<file path="src/rtl/bus_arb2.sv">
// bus_arb2 -- two-master arbiter for the shared valid/ready memory bus.
//
// Purpose:
//   Lets two cores share one slave port. In IDLE a winner is chosen among
//   the requesting masters and its request is latched into the slave-side
//   registers. In BUSY the latched request is held until the slave answers,
//   and that answer is routed to the granted master only.
//
// Configuration:
//   BUS_ARB2_RR_EN  defined   -> round-robin between the masters on ties.
//                   undefined -> fixed priority; master 0 wins ties.
//
// Ports:
//   clk, rstb               clock, asynchronous active-low reset
//   m0_* / m1_*             master request (valid/write/size/addr/wdata)
//                           and completion (ready/rdata)
//   s_valid/s_write/s_size/s_addr/s_wdata   registered request to slave
//   s_ready, s_rdata        slave completion and read data
//   gnt                     one-hot grant, 00 when idle
//   busy                    high while a transaction is outstanding
module bus_arb2 #(
    parameter int AW = 32,
    parameter int DW = 32
) (
    input  logic          clk,
    input  logic          rstb,

    input  logic          m0_valid,
    input  logic          m0_write,
    input  logic [2:0]    m0_size,
    input  logic [AW-1:0] m0_addr,
    input  logic [DW-1:0] m0_wdata,
    output logic          m0_ready,
    output logic [DW-1:0] m0_rdata,

    input  logic          m1_valid,
    input  logic          m1_write,
    input  logic [2:0]    m1_size,
    input  logic [AW-1:0] m1_addr,
    input  logic [DW-1:0] m1_wdata,
    output logic          m1_ready,
    output logic [DW-1:0] m1_rdata,

    output logic          s_valid,
    output logic          s_write,
    output logic [2:0]    s_size,
    output logic [AW-1:0] s_addr,
    output logic [DW-1:0] s_wdata,
    input  logic          s_ready,
    input  logic [DW-1:0] s_rdata,

    output logic [1:0]    gnt,
    output logic          busy
);

    typedef enum logic {IDLE, BUSY} state_t;

    state_t state;
    logic   win1;   // master 1 wins the current arbitration

`ifdef BUS_ARB2_RR_EN
    // prio1 set means master 1 is favoured on the next tie; it flips to the
    // master that was not just granted, so the reset value favours master 0.
    logic prio1;
    assign win1 = m1_valid & (~m0_valid | prio1);
`else
    assign win1 = m1_valid & ~m0_valid;
`endif

    always_ff @(posedge clk or negedge rstb) begin
        if (!rstb) begin
            state   <= IDLE;
            s_valid <= 1'b0;
            s_write <= 1'b0;
            s_size  <= '0;
            s_addr  <= '0;
            s_wdata <= '0;
            gnt     <= 2'b00;
`ifdef BUS_ARB2_RR_EN
            prio1   <= 1'b0;
`endif
        end else begin
            case (state)
                IDLE: begin
                    if (m0_valid | m1_valid) begin
                        state   <= BUSY;
                        s_valid <= 1'b1;
                        gnt     <= win1 ? 2'b10 : 2'b01;
                        s_write <= win1 ? m1_write : m0_write;
                        s_size  <= win1 ? m1_size  : m0_size;
                        s_addr  <= win1 ? m1_addr  : m0_addr;
                        s_wdata <= win1 ? m1_wdata : m0_wdata;
`ifdef BUS_ARB2_RR_EN
                        prio1   <= ~win1;
`endif
                    end
                end
                BUSY: begin
                    // Request registers stay untouched so s_* are stable
                    // for the whole slave transaction.
                    if (s_ready) begin
                        state   <= IDLE;
                        s_valid <= 1'b0;
                        gnt     <= 2'b00;
                    end
                end
                default: begin
                    state   <= IDLE;
                    s_valid <= 1'b0;
                    gnt     <= 2'b00;
                end
            endcase
        end
    end

    assign busy = (state == BUSY);

    // Completion goes only to the granted master; s_ready seen in IDLE
    // is dropped here because busy is low.
    assign m0_ready = s_ready & busy & gnt[0];
    assign m1_ready = s_ready & busy & gnt[1];

    // Read data is shared; ready is the qualifier.
    assign m0_rdata = s_rdata;
    assign m1_rdata = s_rdata;

endmodule
</file>
<file path="config.mk">
export PLATFORM = sky130hd
export DESIGN_NAME = bus_arb2
export DESIGN_NICKNAME = d
export VERILOG_FILES = /design/src/rtl/bus_arb2.sv
export SDC_FILE = /design/constraint.sdc
export NUM_CORES = 1
export LEC_CHECK = 0
export ABC_CLOCK_PERIOD_IN_PS = 1800
export CAP_MARGIN = 20
export CORE_AREA = 2 2 122 124
export CTS_BUF_LIST = sky130_fd_sc_hd__clkbuf_4 sky130_fd_sc_hd__clkbuf_8
export DETAILED_ROUTE_END_ITERATION = 8
export DIE_AREA = 0 0 124 126
export GPL_TIMING_DRIVEN = 0
export PLACE_DENSITY = 0.78
export SLEW_MARGIN = 30
export SYNTH_ARGS = -nofsm -noshare
export SYNTH_HDL_FRONTEND = slang
export SYNTH_SLANG_ARGS = --single-unit
export TNS_END_PERCENT = 20
</file>
<file path="constraint.sdc">
create_clock -name clk -period 1.8 [get_ports clk]
set_clock_uncertainty 0.05 [all_clocks]
set_input_delay 0.54 -clock clk [delete_from_list [all_inputs] [get_ports clk]]
set_output_delay 0.54 -clock clk [all_outputs]
set_load 0.02 [all_outputs]
</file>
# --- Yosys cells after proc, flatten, opt, wreduce, memory -nomap -nowiden ---
# Index checks and enable logic that the tools add are counted.
classes:
  eq_ne: 2
  muxes: 14
  bitwise_logic: 7
  reduce_logical: 2
op_table:
  columns: ["cell", "count"]
  rows:
  - ["two-way mux 32 bit", 2]
  - ["two-way mux 2 bit", 3]
  - ["two-way mux 1 bit", 5]
  - ["bitwise AND 1 bit", 4]
  - ["inequality test 2 bit (second input constant)", 2]
  - ["case mux 1 bit (2 select lines)", 2]
  - ["case mux 2 bit (2 select lines)", 1]
  - ["AND reduction 2 bit", 2]
  - ["two-way mux 3 bit", 1]
  - ["NOT 1 bit", 2]
  - ["bitwise OR 1 bit", 1]
word_totals:
  reg_bits: 72
  in_bits: 173
  out_inout_bits: 138
  word_cells: 32

# --- Depth between registers and ports, before layout ---
# Gate-level depths: netlist of run 1.
logic_depth:
  ltp_word: 5
  mapped_depth: 7
  mapped_depth_nobuf: 3

# --- Worst setup path after synthesis of run 1 ---
# OpenSTA, ideal clock, no wires.
synth_path:
  kind: "reg-to-output"
  from: "reg state (netlist: busy)"
  to: "out m0_ready"
  arrival_ns: 1.310
  t_required_ns: 1.210
  setup_slack_ns: -0.100
  stages_incl_launch_ff: 5
  n_path_buf: 3
  cell_sequence: "dfrtp_1 > buf_2 > buf_4 > clkbuf_1 > and3_1"
synth_via:
  elab_chain_cells: 2
synth_rtl:
  columns: ["item", "line_no", "text"]
  rows:
  - ["start: declaration", "58", "state_t state;"]
  - ["start signal: assignment", "72", "state <= IDLE;"]
  - ["start signal: assignment", "86", "state <= BUSY;"]
  - ["start signal: assignment", "102", "state <= IDLE;"]
  - ["bitwise AND 1 bit (2 in series)", "120", "assign m0_ready = s_ready & busy & gnt[0];"]
  - ["end: declaration", "33", "output logic m0_ready,"]
# Every way passes these cells.

# --- Worst setup path after layout of run 1 ---
# Same ends and word-level chain as after synthesis.

==> results of run 1 <==
[registers in the layout, summed over array words and instances, names as in the netlist]
| signal | cells |
|---|---|
| gnt | 2 |
| s_write | 1 |
| s_valid | 1 |
| s_size | 3 |
| s_addr | 32 |
| busy | 1 |
| s_wdata | 32 |
[final cells by class]
type	count	area, sq um
inverter	2	8.76
buffer	103	747
fill	1388	7070
timing repair buffer	281	2620
tap	184	230
clock inverter	2	37.5
sequential	72	1800
multi-input combinational	287	1630
clock buffer	14	174
[power groups by stage]
stage	Clock [mW]	Combinational, mW	Sequential [mW]
2_1_floorplan	0	0.974	2.84
3_3_place_gp	0	3.00	2.36
3_5_place_dp	0	3.03	2.37
4_1_cts	1.43	2.77	2.33
5_1_grt	1.51	2.92	2.39
6_report	1.40	2.72	2.33
[layer usage]
| layer | global-route usage [%] | wire length [um] | vias to the layer above |
|---|---|---|---|
| li1 | - | - | 2169 |
| met1 | 22.7 | 5960 | 2082 |
| met2 | 32.1 | 7530 | 214 |
| met3 | 6.30 | 1580 | 24 |
| met4 | 6.48 | 299 | 0 |
| met5 | 0 | 0 | - |
[cells in the mapped netlist, drive strengths merged]
cell type  instances
a21oi              5
and3               2
buf               92
clkbuf            12
clkinv             1
dfrtp             72
inv                1
nand2              2
nand2b             2
nor2              69
nor2b              1
nor3             135
o21ai              1
o22ai             67
o31ai              1
o32ai              1
or2                1
[what timing repair did]
| item | in CTS | in global routing |
|---|---|---|
| setup endpoints to repair | 92 | 59 |
| setup buffers | 2 | 0 |
| resized for setup | 97 | 66 |
[how the worst max path moves through the flow]
| stage | startpoint | end | slack [ps] | depth (start not counted) |
|---|---|---|---|---|
| floorplan | busy | m0_ready | 30 | 4 |
| global placement | rstb | s_wdata[10] | -2530 | 1 |
| detailed placement | s_ready | m0_ready | -700 | 3 |
| CTS | busy | m0_ready | -130 | 4 |
| global route | busy | m0_ready | -110 | 4 |
| finish | busy | m0_ready | -50 | 4 |
[metrics by stage]
step	utilization, %	power (mW)	cell area [sq um]
after floorplan	-	3.82	4140
after global placement	49.9	5.36	7150
after detailed placement	50.1	5.40	7170
after CTS	51.1	6.53	7310
after global routing	50.6	6.83	7250
final	50.6	6.46	7250
[logic make-up after synthesis]
| group | count (synthesis) | share of synthesized area [%] |
|---|---|---|
| simple gates | 212 | 26.0 |
| buf+inv | 106 | 17.6 |
| flops | 72 | 43.6 |
| compound gates | 75 | 12.8 |
==> qor.txt, run 1 <==
Status - finished, violations left
Failing checks - negative setup slack
Worst setup path class - flop to output port
Cells on worst reg2reg path - 8
Synthesized area per cell - 8.88 sq um
Slew @ Worst Pin - 566 ps
Seq/Total Area, Yosys - 43.6%
Synth Instances - 465
Area of the core - 14300 sq um
Most frequent CP cell - buf_6
PortBufs - 278
Yosys reg bits - 72
Combinational share of power - 42.2%
Finished Layout Cells - 945
First-pass GRT wire length - 23000 um
1st-pass router iterations - 6
Final WL - 15400 um
All-Layer GR Usage - 19.1%
Crit path time final - 1850 ps
Setup tns final - -92.4 ps
Commonest non-fill, non-tap cells in the layout - clkdlybuf4s50_1 (149), buf_4 (118), nor3_1 (113)
Num rows - 44
Slew Limit Fails - 0
Commonest non-fill, non-tap cell in the layout - clkdlybuf4s50_1
Sw Pwr - 2.40 mW
VDD IR max - 0.446 mV
Final period utilization - 103%
Grt ovf - 0
Die width - 124 um
DP Worst Slack - -696 ps
Clock share of power - 21.7%
Area share of the largest cell type after synthesis - 43.6%
WP data arrival - 1260 ps
Final Hold Vio Count - 0
Mapped Area - 4130 sq um
Placed Cells - 928
CTS Buf Count - 9
Reg-to-reg slack, setup - 110 ps
Layout Nets - 929
Synth cell types - 21
Crit Reg-Reg Startpoint - busy
H-Tree Level Count - 3
Share of cells above drive strength 1 - 26.5%
Critical Path Fanout Max - 3
Initial antenna violation count - 0
CTS tree - built
F_max - 541 MHz
Startpoint type of the worst setup path - flop
Vias - 4489
Largest net degree at the start of global routing - 40
Bufs on Longest Clock Path - 2
# clock sinks - 72
Vias in the first global route - 4366
Drt wl/cell - 16.3 um
Endpoint class of the critical path - output port
Post-DP HPWL - 11600 um
Synthesized net count - 638
N_diodes - 0
CTS root buf - clkbuf_8
Cts hold-fix bufs - 0
Required @ worst endpoint - 1210 ps
CP cell instances - buf_6 > buf_12 > and3_4 > buf_6
CP max stage delay - 390 ps
Final WS setup - -47.1 ps
Switching share of power - 37.2%
Via/cell ratio - 4.75
Synth area leaders - dfrtp_1 (44%), nor3_1 (14%), buf_4 (12%)
# IOs - 311
RR Endpoint - s_addr[3]
Slowest CP cell - dfrtp_1
Largest area contributor in the netlist - dfrtp_1
Worst min-delay path category - input port to asynchronous set/reset pin
Die Ht - 126 um
Residual DRC - 0
Hold slack - 86.6 ps
PwrDens - 891 nW/um^2
YS warnings - 0
Max-slew headroom - 62.3%
Seq pwr share - 36.2%
CP top delay family - flip-flops
Max-cap check violation count - 0
Final setup vio count - 2
Layout area overhead - 75.4%
Buf+Inv Stages, Crit Path - 3
Gp weighted congestion - 0.765
Internal power - 4.06 mW
Clock latency on the worst-skew pair - 350 ps
Initial drt markers - 127
Starting Density - 28.9%
RSZ-0062 raised after global routing - true
Clk slew on worst S/H paths - 80 ps
Die ar. - 15600 sq um
Leak - 3.12 nW
Antenna-violating nets left - 0
No activity file was read; power rests on OpenSTA's default activity.
==> run 2, diff against run 1 <==
Settings changed: CTS_CLUSTER_DIAMETER set to 50.
==> results of run 2 <==
Final layout, timing and power as in run 1 (identical DEF).
==> run 3, diff against run 2 <==
--- a/constraint.sdc
+++ b/constraint.sdc
@@ -4,2 +4,2 @@
 set_output_delay 0.54 -clock clk [all_outputs]
-set_load 0.02 [all_outputs]
+set_load 0.05 [all_outputs]
==> run 3 against run 2 <==
Power grew 20%. Largest cell class unchanged. First-iteration DRC count grew 100%. Cell area grew 1.7%. Maximum frequency shrank 2.9%. Worst setup slack lost 55 ps. Utilization grew 0.87 points. The run still ends with negative setup slack left. Critical path depth is the same. Die area is the same.
==> qor.txt, run 3 (same netlist as run 1, synthesis figures left out) <==
Drt wl/cell - 16.2 um (was 16.3 um)
Fillers - 1405 (was 1388)
Commonest non-fill, non-tap cells in the layout - buf_4 (136), clkdlybuf4s50_1 (136), nor3_1 (113) (was clkdlybuf4s50_1 (149), buf_4 (118), nor3_1 (113))
Clock share of power - 17.8% (was 21.7%)
Num rows - 44 (unchanged)
Fin area - 7370 sq um (was 7250 sq um)
Leak - 3.09 nW (was 3.12 nW)
CP top delay family - flip-flops (unchanged)
Antenna-violating nets left - 0 (unchanged)
Top flop regs - s_addr x32, s_wdata x32, s_size x3 (unchanged)
Buf+Inv Stages, Crit Path - 3 (unchanged)
Largest net degree at the start of global routing - 38 (was 40)
1st-pass router iterations - 4 (was 6)
Worst setup path class - flop to output port (unchanged)
Slew @ Worst Pin - 604 ps (was 566 ps)
Residual DRC - 0 (unchanged)
Startpoint type of the worst setup path - flop (unchanged)
Setup tns final - -254 ps (was -92.4 ps)
WP data arrival - 1310 ps (was 1260 ps)
Gp weighted congestion - 0.745 (was 0.765)
CTS root buf - clkbuf_8 (unchanged)
Final period utilization - 106% (was 103%)
Clock latency on the worst-skew pair - 350 ps (about the same)
Seq pwr share - 30.4% (was 36.2%)
PortBufs - 278 (unchanged)
Placed Area - 7190 sq um (was 7170 sq um)
Layout area overhead - 78.4% (was 75.4%)
Share of cells above drive strength 1 - 37.6% (was 26.5%)
CP max stage delay - 410 ps (was 390 ps)
Starting Density - 28.9% (unchanged)
Die width - 124 um (unchanged)
GR peak layer - met2 (unchanged)
Die ar. - 15600 sq um (unchanged)
Final core utilization - 51.5% (was 50.6%)
RSZ-0062 raised after global routing - true (unchanged)
Initial antenna violation count - 0 (unchanged)
Combinational share of power - 51.8% (was 42.2%)
Reg area - 1800 sq um (about the same)
Critical Path Fanout Max - 3 (unchanged)
Final setup vio count - 3 (was 2)
Grt ovf - 0 (unchanged)
Die Ht - 126 um (unchanged)
Bufs on Longest Clock Path - 2 (unchanged)
H-Tree Level Count - 3 (unchanged)
First-pass GRT wire length - 22800 um (was 23000 um)
Switching share of power - 45.8% (was 37.2%)
Final WS setup - -102 ps (was -47.1 ps)
VDD IR max - 0.585 mV (was 0.446 mV)
Slowest CP cell - dfrtp_2 (was dfrtp_1)
All-Layer GR Usage - 18.9% (was 19.1%)
Area of the core - 14300 sq um (unchanged)
Sw Pwr - 3.55 mW (was 2.40 mW)
Final WL - 15300 um (was 15400 um)
Slew Limit Fails - 0 (unchanged)
F_max - 526 MHz (was 541 MHz)
Final Hold Vio Count - 0 (unchanged)
Multi-input logic area - 1630 sq um (unchanged)
Met3 GRT Util - 6.34% (was 6.30%)
Max-slew headroom - 59.7% (was 62.3%)
CP cell instances - buf_6 > buf_12 > and3_4 > buf_8 (was buf_6 > buf_12 > and3_4 > buf_6)
Cts hold-fix bufs - 0 (unchanged)
Worst min-delay path category - input port to asynchronous set/reset pin (unchanged)
# IOs - 311 (unchanged)
Internal power - 4.19 mW (was 4.06 mW)
Max-cap check violation count - 0 (unchanged)
Failing checks - negative setup slack (unchanged)
Endpoint class of the critical path - output port (unchanged)
CTS Buf Count - 9 (unchanged)
CTS tree - built (unchanged)
Hold slack - 89.6 ps (was 86.6 ps)
N_diodes - 0 (unchanged)
Vias - 4469 (was 4489)
M2 GR Usage - 32.4% (was 32.1%)
Status - finished, violations left (unchanged)
# clock sinks - 72 (unchanged)
Required @ worst endpoint - 1210 ps (about the same)
PwrDens - 1050 nW/um^2 (was 891 nW/um^2)
Clk slew on worst S/H paths - 80 ps (about the same)
GR Util met1 - 22.5% (was 22.7%)
Initial drt markers - 256 (was 127)
Post-DP HPWL - 11400 um (was 11600 um)
Via/cell ratio - 4.72 (was 4.75)
Vias in the first global route - 4351 (was 4366)
DP Worst Slack - -911 ps (was -696 ps)
Crit path time final - 1900 ps (was 1850 ps)
Layout Nets - 931 (was 929)
[run 3: changes by cell type in the layout (fill, tap and decap cells not counted), sizes merged, moves of 2 or more]
cell | before | now
dlygate4sd2 | 74 | 3
dlymetal6s2s | 5 | 2
clkinv | 1 | 3
buf | 144 | 165
clkdlybuf4s50 | 149 | 136
clkdlybuf4s15 | 0 | 69
clkbuf | 26 | 24
[run 3: metal layers]
layer	vias to the layer above	wire (um)	part of all wire, %
met5	-	0	0
li1	2183	-	-
met3	16	1640	11
met2	217	7530	49
met4	0	225	1.5
met1	2053	5940	39
[run 3: per-stage QoR]
| step | instances | total power, mW |
|---|---|---|
| finish | 947 | 7.74 |
| global route | 947 | 8.11 |
| CTS | 947 | 7.81 |
| detailed placement | 928 | 6.53 |
| global placement | 927 | 6.49 |
| floorplan | 465 | 4.94 |
[run 3: timing repair]
item,in CTS,in global routing
endpoints found under the setup margin,143,51
gates resized for setup,298,11
buffers inserted,4,0
[run 3: area by class of cell]
| class | count | share of cell area [%] |
|---|---|---|
| clock inverter | 3 | 0.543 |
| clock buffer | 13 | 2.26 |
| tap | 184 | 3.12 |
| timing repair buffer | 283 | 37.4 |
| inverter | 2 | 0.119 |
| sequential | 72 | 24.5 |
| multi-input combinational | 287 | 22.1 |
| buffer | 103 | 10.0 |
[run 3: worst paths after layout]
check                                 start     endpoint  slack (ps)  depth (start not counted)
worst max-delay path                   busy     m0_ready        -100                          4
max in group asynchronous              rstb   s_wdata[8]        1020                          2
worst min-delay path                   rstb    s_addr[8]          90                          1
min in group clk                   m0_valid       gnt[1]         480                          2
worst min register to register  s_wdata[26]  s_wdata[26]         480                          2
worst max register to register         busy    s_addr[2]          70                          7
[run 3: worst register-to-register path: cells and delay by family (launching register included)]
kind | cells | cell delay, ps
flops | 1 | 410
buf+inv | 5 | 810
simple gates | 2 | 370
[run 3: power by group through the flow]
stage / Sequential, mW / Combinational (mW) / Clock, mW
4_1_cts: 2.35 / 4.04 / 1.42
5_1_grt: 2.41 / 4.21 / 1.50
6_report: 2.36 / 4.01 / 1.38
2_1_floorplan: 3.77 / 1.17 / 0
3_5_place_dp: 2.38 / 4.15 / 0
3_3_place_gp: 2.37 / 4.12 / 0
